### src/rtl/ex_mdu_stage.sv
// EX-stage multiply/divide unit with EX/MEM pipeline register.
// Define MDU_FAST_MUL_EN for a single-step combinational multiply instead of the DATA_W-cycle shift-add.
module ex_mdu_stage #(
  parameter int DATA_W    = 32,
  parameter int RD_ADDR_W = 5
) (
  input  logic                 clk,
  input  logic                 reset,
  input  logic                 stall,
  input  logic                 flush,
  input  logic                 id_en,
  input  logic                 id_md_start,
  input  logic [2:0]           id_md_op,
  input  logic [DATA_W-1:0]    id_src_0,
  input  logic [DATA_W-1:0]    id_src_1,
  input  logic [DATA_W-1:0]    id_alu_out,
  input  logic                 rs1_fwd_en,
  input  logic                 rs2_fwd_en,
  input  logic [DATA_W-1:0]    mem_fwd_data,
  input  logic [RD_ADDR_W-1:0] id_rd_addr,
  input  logic                 id_gpr_we_,
  output logic                 md_busy,
  output logic                 ex_en,
  output logic                 ex_gpr_we_,
  output logic [RD_ADDR_W-1:0] ex_rd_addr,
  output logic [DATA_W-1:0]    ex_out
);
  localparam int CNT_W = $clog2(DATA_W);
  localparam logic [CNT_W-1:0] CNT_LAST = CNT_W'(DATA_W - 1);

  typedef enum logic [1:0] {S_IDLE, S_MUL, S_DIV, S_DONE} state_t;

  state_t                 state_q;
  logic [CNT_W-1:0]       cnt_q;
  logic [DATA_W-1:0]      a_q, b_q;
  logic [2*DATA_W-1:0]    prod_q;
  logic [2:0]             op_q;
  logic                   res_neg_q, rem_neg_q, div0_q, ovf_q;
  logic [RD_ADDR_W-1:0]   rd_q;
  logic                   we_q;

  logic [DATA_W-1:0]      src0, src1, a_mag, b_mag, result_d;
  logic                   sgn0, sgn1, accept, is_div, div0, ovf;
  logic [DATA_W:0]        mul_sum, div_sh, div_trial;
  logic [2*DATA_W-1:0]    mul_next, div_next, prod_fix;

  always_comb begin
    src0   = rs1_fwd_en ? mem_fwd_data : id_src_0;
    src1   = rs2_fwd_en ? mem_fwd_data : id_src_1;
    is_div = id_md_op[2];
    sgn0   = (id_md_op == 3'b001 || id_md_op == 3'b010 || id_md_op == 3'b100 ||
              id_md_op == 3'b110) && src0[DATA_W-1];
    sgn1   = (id_md_op == 3'b001 || id_md_op == 3'b100 || id_md_op == 3'b110) &&
             src1[DATA_W-1];
    a_mag  = sgn0 ? -src0 : src0;
    b_mag  = sgn1 ? -src1 : src1;
    div0   = (src1 == '0);
    ovf    = !id_md_op[0] && (src0 == {1'b1, {(DATA_W-1){1'b0}}}) && (&src1);
    accept = (state_q == S_IDLE) && id_en && id_md_start && !stall && !flush;
    md_busy = accept || (state_q == S_MUL) || (state_q == S_DIV);
  end

  // One shift-add step (product in prod_q) and one restoring-divide step ({rem, quot} in prod_q)
  always_comb begin
    mul_sum   = {1'b0, prod_q[2*DATA_W-1:DATA_W]} + (prod_q[0] ? {1'b0, a_q} : '0);
    mul_next  = {mul_sum, prod_q[DATA_W-1:1]};
    div_sh    = {prod_q[2*DATA_W-1:DATA_W], prod_q[DATA_W-1]};
    div_trial = div_sh - {1'b0, b_q};
    div_next  = {div_trial[DATA_W] ? div_sh[DATA_W-1:0] : div_trial[DATA_W-1:0],
                 prod_q[DATA_W-2:0], ~div_trial[DATA_W]};
  end

  always_comb begin
    result_d = '0;
    prod_fix = res_neg_q ? -prod_q : prod_q;
    case (op_q)
      3'b000:                 result_d = prod_q[DATA_W-1:0];
      3'b001, 3'b010, 3'b011: result_d = prod_fix[2*DATA_W-1:DATA_W];
      3'b100, 3'b101:         result_d = res_neg_q ? -prod_q[DATA_W-1:0] : prod_q[DATA_W-1:0];
      default:                result_d = rem_neg_q ? -prod_q[2*DATA_W-1:DATA_W]
                                                   : prod_q[2*DATA_W-1:DATA_W];
    endcase
  end

  always_ff @(posedge clk or negedge reset) begin
    if (!reset) begin
      state_q <= S_IDLE;  cnt_q <= '0;  a_q <= '0;  b_q <= '0;  prod_q <= '0;
      op_q <= '0;  res_neg_q <= 1'b0;  rem_neg_q <= 1'b0;  div0_q <= 1'b0;  ovf_q <= 1'b0;
      rd_q <= '0;  we_q <= 1'b1;
      ex_en <= 1'b0;  ex_gpr_we_ <= 1'b1;  ex_rd_addr <= '0;  ex_out <= '0;
    end else if (flush) begin
      state_q <= S_IDLE;  cnt_q <= '0;
      ex_en <= 1'b0;  ex_gpr_we_ <= 1'b1;  ex_rd_addr <= '0;  ex_out <= '0;
    end else begin
      case (state_q)
        S_IDLE: begin
          if (accept) begin
            op_q <= id_md_op;  rd_q <= id_rd_addr;  we_q <= id_gpr_we_;
            res_neg_q <= sgn0 ^ sgn1;  rem_neg_q <= sgn0;
            div0_q <= div0;  ovf_q <= ovf;  cnt_q <= '0;
            a_q <= a_mag;  b_q <= b_mag;
            if (is_div) begin
              prod_q  <= {{DATA_W{1'b0}}, a_mag};
              state_q <= S_DIV;
            end else begin
`ifdef MDU_FAST_MUL_EN
              prod_q  <= {{DATA_W{1'b0}}, a_mag} * {{DATA_W{1'b0}}, b_mag};
`else
              prod_q  <= {{DATA_W{1'b0}}, b_mag};
`endif
              state_q <= S_MUL;
            end
            ex_en <= 1'b0;  ex_gpr_we_ <= 1'b1;  ex_rd_addr <= '0;  ex_out <= '0;
          end else if (!stall) begin
            ex_en <= id_en;  ex_gpr_we_ <= id_gpr_we_;
            ex_rd_addr <= id_rd_addr;  ex_out <= id_alu_out;
          end
        end
        S_MUL, S_DIV: begin
          if (state_q == S_MUL) begin
`ifdef MDU_FAST_MUL_EN
            state_q <= S_DONE;
`else
            prod_q <= mul_next;
            cnt_q  <= cnt_q + CNT_W'(1);
            if (cnt_q == CNT_LAST) begin cnt_q <= '0; state_q <= S_DONE; end
`endif
          end else if (div0_q) begin
            // quotient all-ones unsigned, remainder magnitude re-signed back to src0
            prod_q <= {a_q, {DATA_W{1'b1}}};  res_neg_q <= 1'b0;  state_q <= S_DONE;
          end else if (ovf_q) begin
            prod_q <= {{DATA_W{1'b0}}, a_q};  state_q <= S_DONE;
          end else begin
            prod_q <= div_next;
            cnt_q  <= cnt_q + CNT_W'(1);
            if (cnt_q == CNT_LAST) begin cnt_q <= '0; state_q <= S_DONE; end
          end
          if (!stall) begin
            ex_en <= 1'b0;  ex_gpr_we_ <= 1'b1;  ex_rd_addr <= '0;  ex_out <= '0;
          end
        end
        default: begin
          if (!stall) begin
            ex_en <= 1'b1;  ex_gpr_we_ <= we_q;  ex_rd_addr <= rd_q;  ex_out <= result_d;
            state_q <= S_IDLE;
          end
        end
      endcase
    end
  end
endmodule
### config.mk
export PLATFORM = sky130hd
export DESIGN_NAME = ex_mdu_stage
export DESIGN_NICKNAME = d
export VERILOG_FILES = /design/src/rtl/ex_mdu_stage.sv
export SDC_FILE = /design/constraint.sdc
export NUM_CORES = 1
export LEC_CHECK = 0
export CAP_MARGIN = 25
export CORE_UTILIZATION = 30
export DETAILED_ROUTE_END_ITERATION = 8
export HOLD_SLACK_MARGIN = 0.06
export PLACE_DENSITY = 0.49
export SLEW_MARGIN = 0
export SYNTH_ARGS = -nofsm -noshare
export SYNTH_HDL_FRONTEND = slang
export SYNTH_SLANG_ARGS = --single-unit
export TNS_END_PERCENT = 1
### constraint.sdc
create_clock -name clk -period 3.8 [get_ports clk]
set_input_delay 0.38 -clock clk [delete_from_list [all_inputs] [get_ports clk]]
set_output_delay 0.38 -clock clk [all_outputs]
set_load 0.05 [all_outputs]
==> run summary, run 1 <==
==================================================================================
Final clock period utilization by the worst path                             97.8%
Status                                                                finished clean
Area enclosed by the die boundary                                       0.0624 mm2
Sequential cell area fraction in the yosys report                            25.4%
Count of H-tree levels built during CTS                                          4
Combined area of all synthesized cells                                  0.0184 mm2
Filler cell count in the final layout                                         6245
Cells taking the most area after synthesis                            sky130_fd_sc_hd__dfrtp_1 25%, sky130_fd_sc_hd__o21ai_0 6.2%, sky130_fd_sc_hd__nand2_1 6.2%, sky130_fd_sc_hd__xnor2_1 5.6%, sky130_fd_sc_hd__mux2i_1 5.3%
Worst-path cell with the longest stage delay                          sky130_fd_sc_hd__a222oi_1
Launch point of the worst reg-to-reg path                               prod_q[33]
Number of DRC violations after detailed routing                                  0
Setup repair after global routing missed its margin                             no
TritonCTS Sinks                                                                187
Half-perimeter wire length after detailed placement                       70800 um
Average wire per cell in the routed design                                 26.0 um
Critical Path AT                                                           4.09 ns
Remaining number of nets flagged by the antenna check after routing              0
Data required, critical path                                               4.17 ns
Die width                                                                   250 um
Maximum number of pins on one net before global-route repair                    78
Reg2Reg Setup Slack                                                        0.08 ns
Worst Hold Launch                                                     id_rd_addr[3]
Final number of setup-violating endpoints                                        0
Root cell of the clock tree                                           sky130_fd_sc_hd__clkbuf_16
Fraction of the mapped netlist area in simple logic gates                    19.5%
Number of storage elements in the synthesis netlist                            187
Number of antenna violations at the first check in global routing                4
P&R area growth vs syn                                                       23.5%
Layout cells sized above 1                                                   11.5%
Number of flops mapped to enable cells by yosys                                  0
Cell area after layout                                                  0.0228 mm2
Port bufs                                                                      184
CP Class                                                                   reg2reg
Worst min path class                                                        in2reg
Maximum fanout along the worst path                                              7
Global-route wire length before repair                                   131000 um
Top cell type's share of synthesized area                                    25.1%
Buf+Inv Stages, Crit Path                                                        0
Die height                                                                  250 um
Synth warn                                                                       0
Overall overflow remaining after global route                                    0
Most frequent cells after synthesis                                   305 x sky130_fd_sc_hd__nand2_1, 230 x sky130_fd_sc_hd__o21ai_0, 185 x sky130_fd_sc_hd__dfrtp_1, 177 x sky130_fd_sc_hd__a21oi_1, 155 x sky130_fd_sc_hd__clkbuf_1
Hold Vio Cnt, Final                                                              0
Number of setup buffers added after CTS                                          0
Buffer depth of the longest clock path                                           2
Placed Area                                                             0.0221 mm2
Share of cell area taken by muxes after synthesis                            7.35%
Initial standard-cell utilization of the core                                30.5%
Net total in the final layout                                                 2843
Crit. End Element                                                         register
Number of global-route vias before repair                                    19.3k
Post-synth cell types                                                           79
Number of ports placed on the die boundary                                     185
Launching element type of the critical path                               register
Total negative slack for setup checks                                         0 ns
Main combinational cell family by area after synthesis                compound AO/OA/AOI/OAI gates
Most instantiated library cell after synthesis                        sky130_fd_sc_hd__nand2_1
Post-synthesis compound-gate area fraction                                   28.1%
Largest delay contributor family on the critical path                 simple AND/OR/NAND/NOR gates
Via count                                                                    20.0k
Number of clock buffers inserted by TritonCTS                                   17
Cell depth of the worst flop-to-flop path                                        9
Global-route total usage across every layer                                  28.3%
XOR/XNOR Fraction of Synth Area                                              8.79%
First DRT Iteration DRCs                                                      1932
Cells traversed along the worst timing path                           nor4_2, or4b_4, or3_4, or2_2, or3_1, o21ai_2, xnor2_1, a222oi_1, o21ai_1
Average footprint of a synthesized cell                                   7.64 um2
Max Cap Violations                                                               0
Max stage delay on crit path                                               0.55 ns
Lkg Pwr                                                                    9.64 nW
Vias per inst                                                                 5.85
Peak supply drop                                                        0.000515 V
Min-Delay Path Depth                                                             3
Top_reg_cell synth                                                    sky130_fd_sc_hd__dfrtp_1
Clock tree skew after final layout                                       0.0162 ns
Async set-reset flop share out of synthesis                                   100%
Net Count, Synth                                                              2635
Total chip power                                                           16.3 mW
Launch point of the critical path                                       prod_q[33]
Placer congestion estimate                                                   0.987
Yosys top cell by area                                                sky130_fd_sc_hd__dfrtp_1
Clock network latency to the later pin of the worst-skew pair              0.52 ns
Non-Filler Instances                                                          3418
Pins Over Slew Limit                                                             0
Worst slew margin relative to its limit                                      29.7%
Cell row count                                                                  90
Highest clock rate                                                         269 MHz
Number of iterations in the first detailed-routing pass                          6
CTS clock-pin slew for the worst setup and hold paths                      0.09 ns
Destination of the worst register-to-register timing path               ex_out[25]
Post-layout minimum cycle time                                             3.72 ns
Total placed cells including tap cells                                        3382
Area share of fa/ha/maj cells after synthesis                                5.31%
Floorplan Core Area                                                     0.0605 mm2
Worst Hold Path EP                                                         rd_q[3]
Synthesized instance count                                                    2413
Clock tree from TritonCTS                                                      yes
Util after Layout                                                            37.6%
Transition at the pin with the smallest max-transition slack               1.05 ns
Pwr Density                                                             716 mW/mm2
Total length of routed wires                                              88700 um
==================================================================================
-- cells by family (layout without fill, tap and decap cells) --
logic type	after synthesis	in the layout
AOI/OAI and AO/OA	810	810
and+or+nand+nor	758	758
buffers and inverters	265	486
DFF	187	187
xor gates and xnor gates	185	185
muxes	131	131
adders and majority gates	77	77
other	0	2
-- timing repair --
action,in CTS,in global routing
pin swaps,0,2
hold buffers,1,0
cloned,0,0
resized for setup,2,9
endpoints found under the hold margin,54,0
setup endpoints to repair,3,26
-- report_power, final --
group,switching [mW],internal (mW)
logic,6.81,4.16
registers,0.786,2.55
clock network,1.09,0.914
total,8.68,7.62
-- metal layers --
metal	global-route usage (%)	wire length [um]	up-vias
met4	11.5	3390	2
li1	-	-	9232
met3	4.21	6360	123
met1	39.1	39600	9777
met2	43.8	39400	860
met5	0	13	-
-- worst min-delay path, stage by stage --
cell and delay (ns):
sky130_fd_sc_hd__clkdlybuf4s50_1 0.43, sky130_fd_sc_hd__nand2_1 0.06, sky130_fd_sc_hd__nand2_1 0.04
-- sequential cells by signal, summed over array words and instances (netlist names) --
register    flops
ovf_q           1
cnt_q           5
rem_neg_q       1
rd_q            5
ex_out         32
ex_en           1
state_q         2
op_q            3
prod_q         64
res_neg_q       1
we_q            1
ex_gpr_we_      1
div0_q          1
b_q            32
ex_rd_addr      5
a_q            32
-- worst max path at each step --
| stage | endpoint | slack, ns | cells past startpoint |
|---|---|---|---|
| 6_report | ex_out[25] | 0.08 | 9 |
| 5_1_grt | ex_out[25] | 0.02 | 9 |
| 4_1_cts | ex_out[25] | -0.03 | 9 |
| 3_5_place_dp | ex_out[26] | -0.02 | 11 |
| 3_3_place_gp | prod_q[0] | -0.06 | 15 |
| 2_1_floorplan | prod_q[28] | -0.16 | 15 |
-- cell type report --
cell class              instances  area [um2]  area share [%]
well taps                     782         978            4.30
flip-flops and latches        187        4680            20.6
multi-input cells            1961       12800            56.3
repair buffers                372        3350            14.7
clock buffers                  17         425            1.87
diodes                          2        5.00          0.0220
clock inverters                15         206           0.907
inverters                      82         308            1.35
-- cells in the final DEF, fill, tap and decap left out, types with 66 or more instances in the layout --
cell type,synthesis,final
sky130_fd_sc_hd__a21oi_1,177,176
sky130_fd_sc_hd__buf_4,0,179
sky130_fd_sc_hd__clkdlybuf4s50_1,0,180
sky130_fd_sc_hd__dfrtp_1,185,183
sky130_fd_sc_hd__ha_1,75,74
sky130_fd_sc_hd__inv_1,82,82
sky130_fd_sc_hd__mux2i_1,97,97
sky130_fd_sc_hd__nand2_1,305,305
sky130_fd_sc_hd__nor2_1,146,145
sky130_fd_sc_hd__nor3_1,66,66
sky130_fd_sc_hd__o21ai_0,230,230
sky130_fd_sc_hd__xnor2_1,118,118
sky130_fd_sc_hd__xor2_1,67,66
-- metrics by stage --
stage                     setup slack, ns  hold slack (ns)
after detailed placement          -0.0222            0.425
final                              0.0832            0.420
after CTS                         -0.0341            0.394
after global routing               0.0186            0.416
after global placement            -0.0592            0.422
after floorplan                    -0.161           0.0844
(Power assumes the default switching activity.)
==> run 2, diff against run 1 <==
--- a/config.mk
+++ b/config.mk
@@ -6,10 +6,11 @@
 export NUM_CORES = 1
 export LEC_CHECK = 0
 export CAP_MARGIN = 25
+export CORE_ASPECT_RATIO = 1.4
 export CORE_UTILIZATION = 30
 export DETAILED_ROUTE_END_ITERATION = 8
 export HOLD_SLACK_MARGIN = 0.06
-export PLACE_DENSITY = 0.49
+export PLACE_DENSITY = 0.5
 export SLEW_MARGIN = 0
 export SYNTH_ARGS = -nofsm -noshare
 export SYNTH_HDL_FRONTEND = slang
==> run 2 against run 1 <==
Sequential power decreased by 3%. Critical endpoint is now ex_out[9]. Combinational power about the same. Highest routed layer is now met4. Final cell count increased by 2.7%. Global-route usage rose by 1.3 points. Clock skew shrank 0.00069 ns. Clock power shrank 4%. Sequential share of layout area fell by 0.37 points. Routed wire length is 3.7% higher.
==> run summary, run 2 (synthesis gave the netlist of run 1 again) <==
==================================================================================
Status                                                                finished clean
Most common library cell in the layout ignoring fill and taps         sky130_fd_sc_hd__nand2_1
Final clock period utilization by the worst path                             98.7%   +0.93 points
Worst min path class                                                      in2async
Transition at the pin with the smallest max-transition slack               1.05 ns   +0.00118 ns
Layout cells sized above 1                                                   13.3%   +1.8 points
Worst slew margin relative to its limit                                      30.2%   +0.52 points
Lkg Pwr                                                                    9.91 nW   +2.8%
Number of DRC violations after detailed routing                                  0   unchanged
Floorplan Core Area                                                     0.0608 mm2   +0.51%
Critical Path AT                                                           4.11 ns   +0.02 ns
Average wire per cell in the routed design                                 26.2 um   +0.93%
Area enclosed by the die boundary                                       0.0624 mm2   about the same
Pwr Density                                                             712 mW/mm2   -0.63%
Util after Layout                                                            38.1%   +0.50 points
Minimum setup slack in the final design                                  0.0478 ns   -0.0354 ns
Setup repair after global routing missed its margin                            yes
Number of ports placed on the die boundary                                     185   unchanged
Max stage delay on crit path                                               0.68 ns   +0.13 ns
Final number of setup-violating endpoints                                        0   unchanged
Number of antenna violations at the first check in global routing                0   -4
Total length of routed wires                                              92000 um   +3.7%
Port bufs                                                                      184   unchanged
Buf+Inv Stages, Crit Path                                                        1   +1
Placer congestion estimate                                                    1.00   +1.7%
Data required, critical path                                               4.16 ns   about the same
Net total in the final layout                                                 2901   +2.0%
Commonest non-fill, non-tap cells in the layout                       305 x sky130_fd_sc_hd__nand2_1, 238 x sky130_fd_sc_hd__buf_4, 230 x sky130_fd_sc_hd__o21ai_0, 183 x sky130_fd_sc_hd__dfrtp_1, 180 x sky130_fd_sc_hd__clkdlybuf4s50_1
Via count                                                                    20.1k   +0.66%
Die height                                                                  295 um   +18%
Largest register FFs                                                            64   unchanged
TritonCTS Sinks                                                                187   unchanged
Largest delay contributor family on the critical path                 simple AND/OR/NAND/NOR gates
Number of clock buffers inserted by TritonCTS                                   17   unchanged
Overall overflow remaining after global route                                    0   unchanged
Max Cap Violations                                                               0   unchanged
Peak supply drop                                                        0.000343 V   -33%
Root cell of the clock tree                                           sky130_fd_sc_hd__clkbuf_16
Half-perimeter wire length after detailed placement                       75100 um   +6.1%
Clock tree from TritonCTS                                                      yes
Cells traversed along the worst timing path                           nor4_1, nand4_1, or4_4, or2_1, buf_4, o21ai_2, xnor2_1, a222oi_1, a211oi_1, a221o_1
Cell row count                                                                 107   +19%
Remaining number of nets flagged by the antenna check after routing              0   unchanged
Pre-CTS setup slack                                                     -0.0798 ns   -0.0577 ns
CP Class                                                                   reg2reg
Clock tree skew after final layout                                       0.0155 ns   -0.000694 ns
Number of global-route vias before repair                                    20.6k   +6.7%
Global-route total usage across every layer                                  29.6%   +1.3 points
Maximum number of pins on one net before global-route repair                    77   -1.3%
Launching element type of the critical path                               register
First DRT Iteration DRCs                                                      1588   -18%
Worst-path cell with the longest stage delay                          sky130_fd_sc_hd__or4_4
Hold Vio Cnt, Final                                                              0   unchanged
Count of H-tree levels built during CTS                                          4   unchanged
Die width                                                                   211 um   -15%
Number of setup buffers added after CTS                                          0   unchanged
Initial standard-cell utilization of the core                                30.3%   -0.16 points
Maximum fanout along the worst path                                              8   +1
Most flops, register                                                        prod_q
Vias per inst                                                                 5.73   -2.0%
Number of iterations in the first detailed-routing pass                          6   unchanged
Buffer depth of the longest clock path                                           2   unchanged
Clock network latency to the later pin of the worst-skew pair              0.48 ns   -0.04 ns
Pins Over Slew Limit                                                             0   unchanged
Crit. End Element                                                         register
Global-route wire length before repair                                   136000 um   +3.3%
P&R area growth vs syn                                                       25.8%
CTS clock-pin slew for the worst setup and hold paths                      0.09 ns   about the same
Highest clock rate                                                         267 MHz   -0.94%
Post-layout minimum cycle time                                             3.75 ns   +0.0354 ns
==================================================================================
-- run 2: cell count changes in the layout (fill, tap and decap cells not counted), moves of 2 or more --
cell                         before  now
sky130_fd_sc_hd__buf_4          179  238
sky130_fd_sc_hd__clkinv_8         6    2
sky130_fd_sc_hd__clkinv_4         0    3
sky130_fd_sc_hd__inv_12           3    0
sky130_fd_sc_hd__clkinvlp_4       0    2
sky130_fd_sc_hd__nor2b_1         15   13
sky130_fd_sc_hd__nor2b_2          0    2
-- run 2: through the flow --
stage	power, mW	instances	area (um2)	TNS (ns)	hold WS (ns)
finish	16.5	3510	23200	0	0.456
global route	17.4	3509	23200	-0.0565	0.463
CTS	16.4	3509	23200	0	0.450
detailed placement	14.4	3476	22500	-0.113	0.429
global placement	14.4	3475	22500	-10.29	0.421
floorplan	9.47	2413	18400	-0.230	0.0844
-- run 2: report_power, final --
| group | switching [mW] | internal (mW) | leakage (nW) |
|---|---|---|---|
| combinational | 6.95 | 4.38 | 7.20 |
| clock | 0.990 | 0.942 | 0.288 |
| sequential | 0.684 | 2.55 | 2.42 |
-- run 2: area by class of cell --
type / instances / area [um2]
diodes: 1 / 2.50
clock buffers: 17 / 425
clock inverters: 15 / 175
fillers: 6485 / 37600
inverters: 82 / 308
multi-input cells: 1961 / 12800
flip-flops and latches: 187 / 4680
well taps: 817 / 1020
repair buffers: 430 / 3770
-- run 2: worst paths after layout --
kind                          startpoint  slack, ns  cells past startpoint    endpoint
setup / recovery              prod_q[18]       0.05                     10   ex_out[9]
hold / removal                     reset       0.46                      2  ex_out[11]
min in group clk           id_rd_addr[1]       0.47                      3     rd_q[1]
max in group asynchronous          reset       2.41                      3     b_q[10]
hold reg to reg                   b_q[5]       0.48                      2      b_q[5]
setup reg to reg              prod_q[18]       0.05                     10   ex_out[9]
-- run 2: worst reg2reg max path, delay by kind of cell, from the launching register on --
family / cells / cell delay (ns)
xor gates and xnor gates: 1 / 0.09
buffers and inverters: 1 / 0.23
DFF: 1 / 0.39
and+or+nand+nor: 4 / 2.10
AOI/OAI and AO/OA: 4 / 0.82
-- run 2: layer usage --
| layer | vias up | part of all wire [%] | GRT usage (%) | routed length (um) |
|---|---|---|---|---|
| li1 | 9333 | - | - | - |
| met1 | 9852 | 38 | 33.9 | 35400 |
| met2 | 746 | 51 | 53.1 | 46800 |
| met3 | 194 | 4.9 | 3.41 | 4530 |
| met4 | 0 | 5.7 | 16.3 | 5250 |
| met5 | - | 0 | 0 | 0 |
-- run 2: repair_timing --
action	4_1_cts	5_1_grt
pin swaps	1	2
hold endpoints to repair	59	0
gates resized for setup	2	7
endpoints found under the setup margin	2	5
hold buffers	1	0
==> RTL edit: new RTL, flow settings as in run 1 <==
Encoding of `state_t`: now one-hot (4 bits for 4 states).
--- a/src/rtl/ex_mdu_stage.sv
+++ b/src/rtl/ex_mdu_stage.sv
@@ -28,7 +28,7 @@
   localparam int CNT_W = $clog2(DATA_W);
   localparam logic [CNT_W-1:0] CNT_LAST = CNT_W'(DATA_W - 1);
 
-  typedef enum logic [1:0] {S_IDLE, S_MUL, S_DIV, S_DONE} state_t;
+  typedef enum logic [3:0] {S_IDLE = 4'b0001, S_MUL = 4'b0010, S_DIV = 4'b0100, S_DONE = 4'b1000} state_t;
 
   state_t                 state_q;
   logic [CNT_W-1:0]       cnt_q;
Function: same outputs for any inputs over 4 cycles, from zero or initial values and one cycle with reset low; so few cycles prove little.
==> RTL edit against run 1 <==
Wire length shrank 8.2%; worst setup slack gained 0.041 ns; area after synthesis shrank 0.69%; cell count shrank 2.3%; power grew 4.5%; clock power grew 2%; sequential cell count grew 2; final area shrank 0.84%; critical endpoint is now prod_q[44].
==> RTL edit: results <==
set metrics [dict create \
    status "finished, final reports clean" \
    seq_cells 189 \
    grt_pass1_vias 18600 \
    fillers 6260 \
    cp.arrival_ns 4.05 \
    synthAdderAreaFrac_pct 5.07 \
    cpPeakStageDelay_ns 0.41 \
    hpwl_um 64400 \
    synth_cell_types 76 \
    grt_pass1_wl_um 122000 \
    ys_seq_area_share_pct 25.9 \
    drive_above_1_share_pct 12.7 \
    power_frac_seq_pct 21.3 \
    slowest_stage "fa_1" \
    n_all_buffers 361 \
    drt_iter0_drc 1985 \
    synthTopCellsByArea "dfrtp_1 (25%), o21ai_0 (6.8%), ha_1 (4.9%), xnor2_1 (4.8%), a21oi_1 (4.5%)" \
    yosys-top-cells-count "o21ai_0 (248), nand2_1 (214), dfrtp_1 (186)" \
    ff_latch_area_sq_um 4740 \
    switching_share_pct 52.9 \
    top_layer "met4" \
    ir_worst_vdd_v 0.000430 \
    grt_max_degree 88 \
    clock_area_share_pct 2.90 \
    synth_xor_area_share_pct 8.14 \
    route.met2.wl_um 35500 \
    p_leak_uw 0.00939 \
    dp_cells 3305 \
    syn_avg_cell_area_sq_um 7.82 \
]
-- RTL edit: path summary, 6_finish.rpt --
kind	from	endpoint	slack (ns)	depth (start not counted)
setup reg to reg	b_q[0]	prod_q[44]	0.12	13
min in group clk	id_alu_out[13]	ex_out[13]	0.48	2
max in group asynchronous	reset	ovf_q	2.40	3
hold / removal	reset	ex_out[16]	0.48	2
hold reg to reg	b_q[16]	b_q[16]	0.48	2
setup / recovery	b_q[0]	prod_q[44]	0.12	13
-- RTL edit: through the flow --
stage / cell area [sq um] / setup WS (ns)
floorplan: 18300 / 0.0326
global placement: 21800 / -0.204
detailed placement: 21800 / -0.0160
CTS: 22500 / 0.0120
global route: 22600 / 0.0113
finish: 22600 / 0.124
-- RTL edit: what timing repair did --
action / in CTS / in global routing
gates cloned: 0 / 0
endpoints found under the setup margin: 5 / 17
hold endpoints to repair: 84 / 0
pin swaps: 0 / 2
buffers inserted: 0 / 1
hold buffers: 1 / 0
resized for setup: 4 / 16
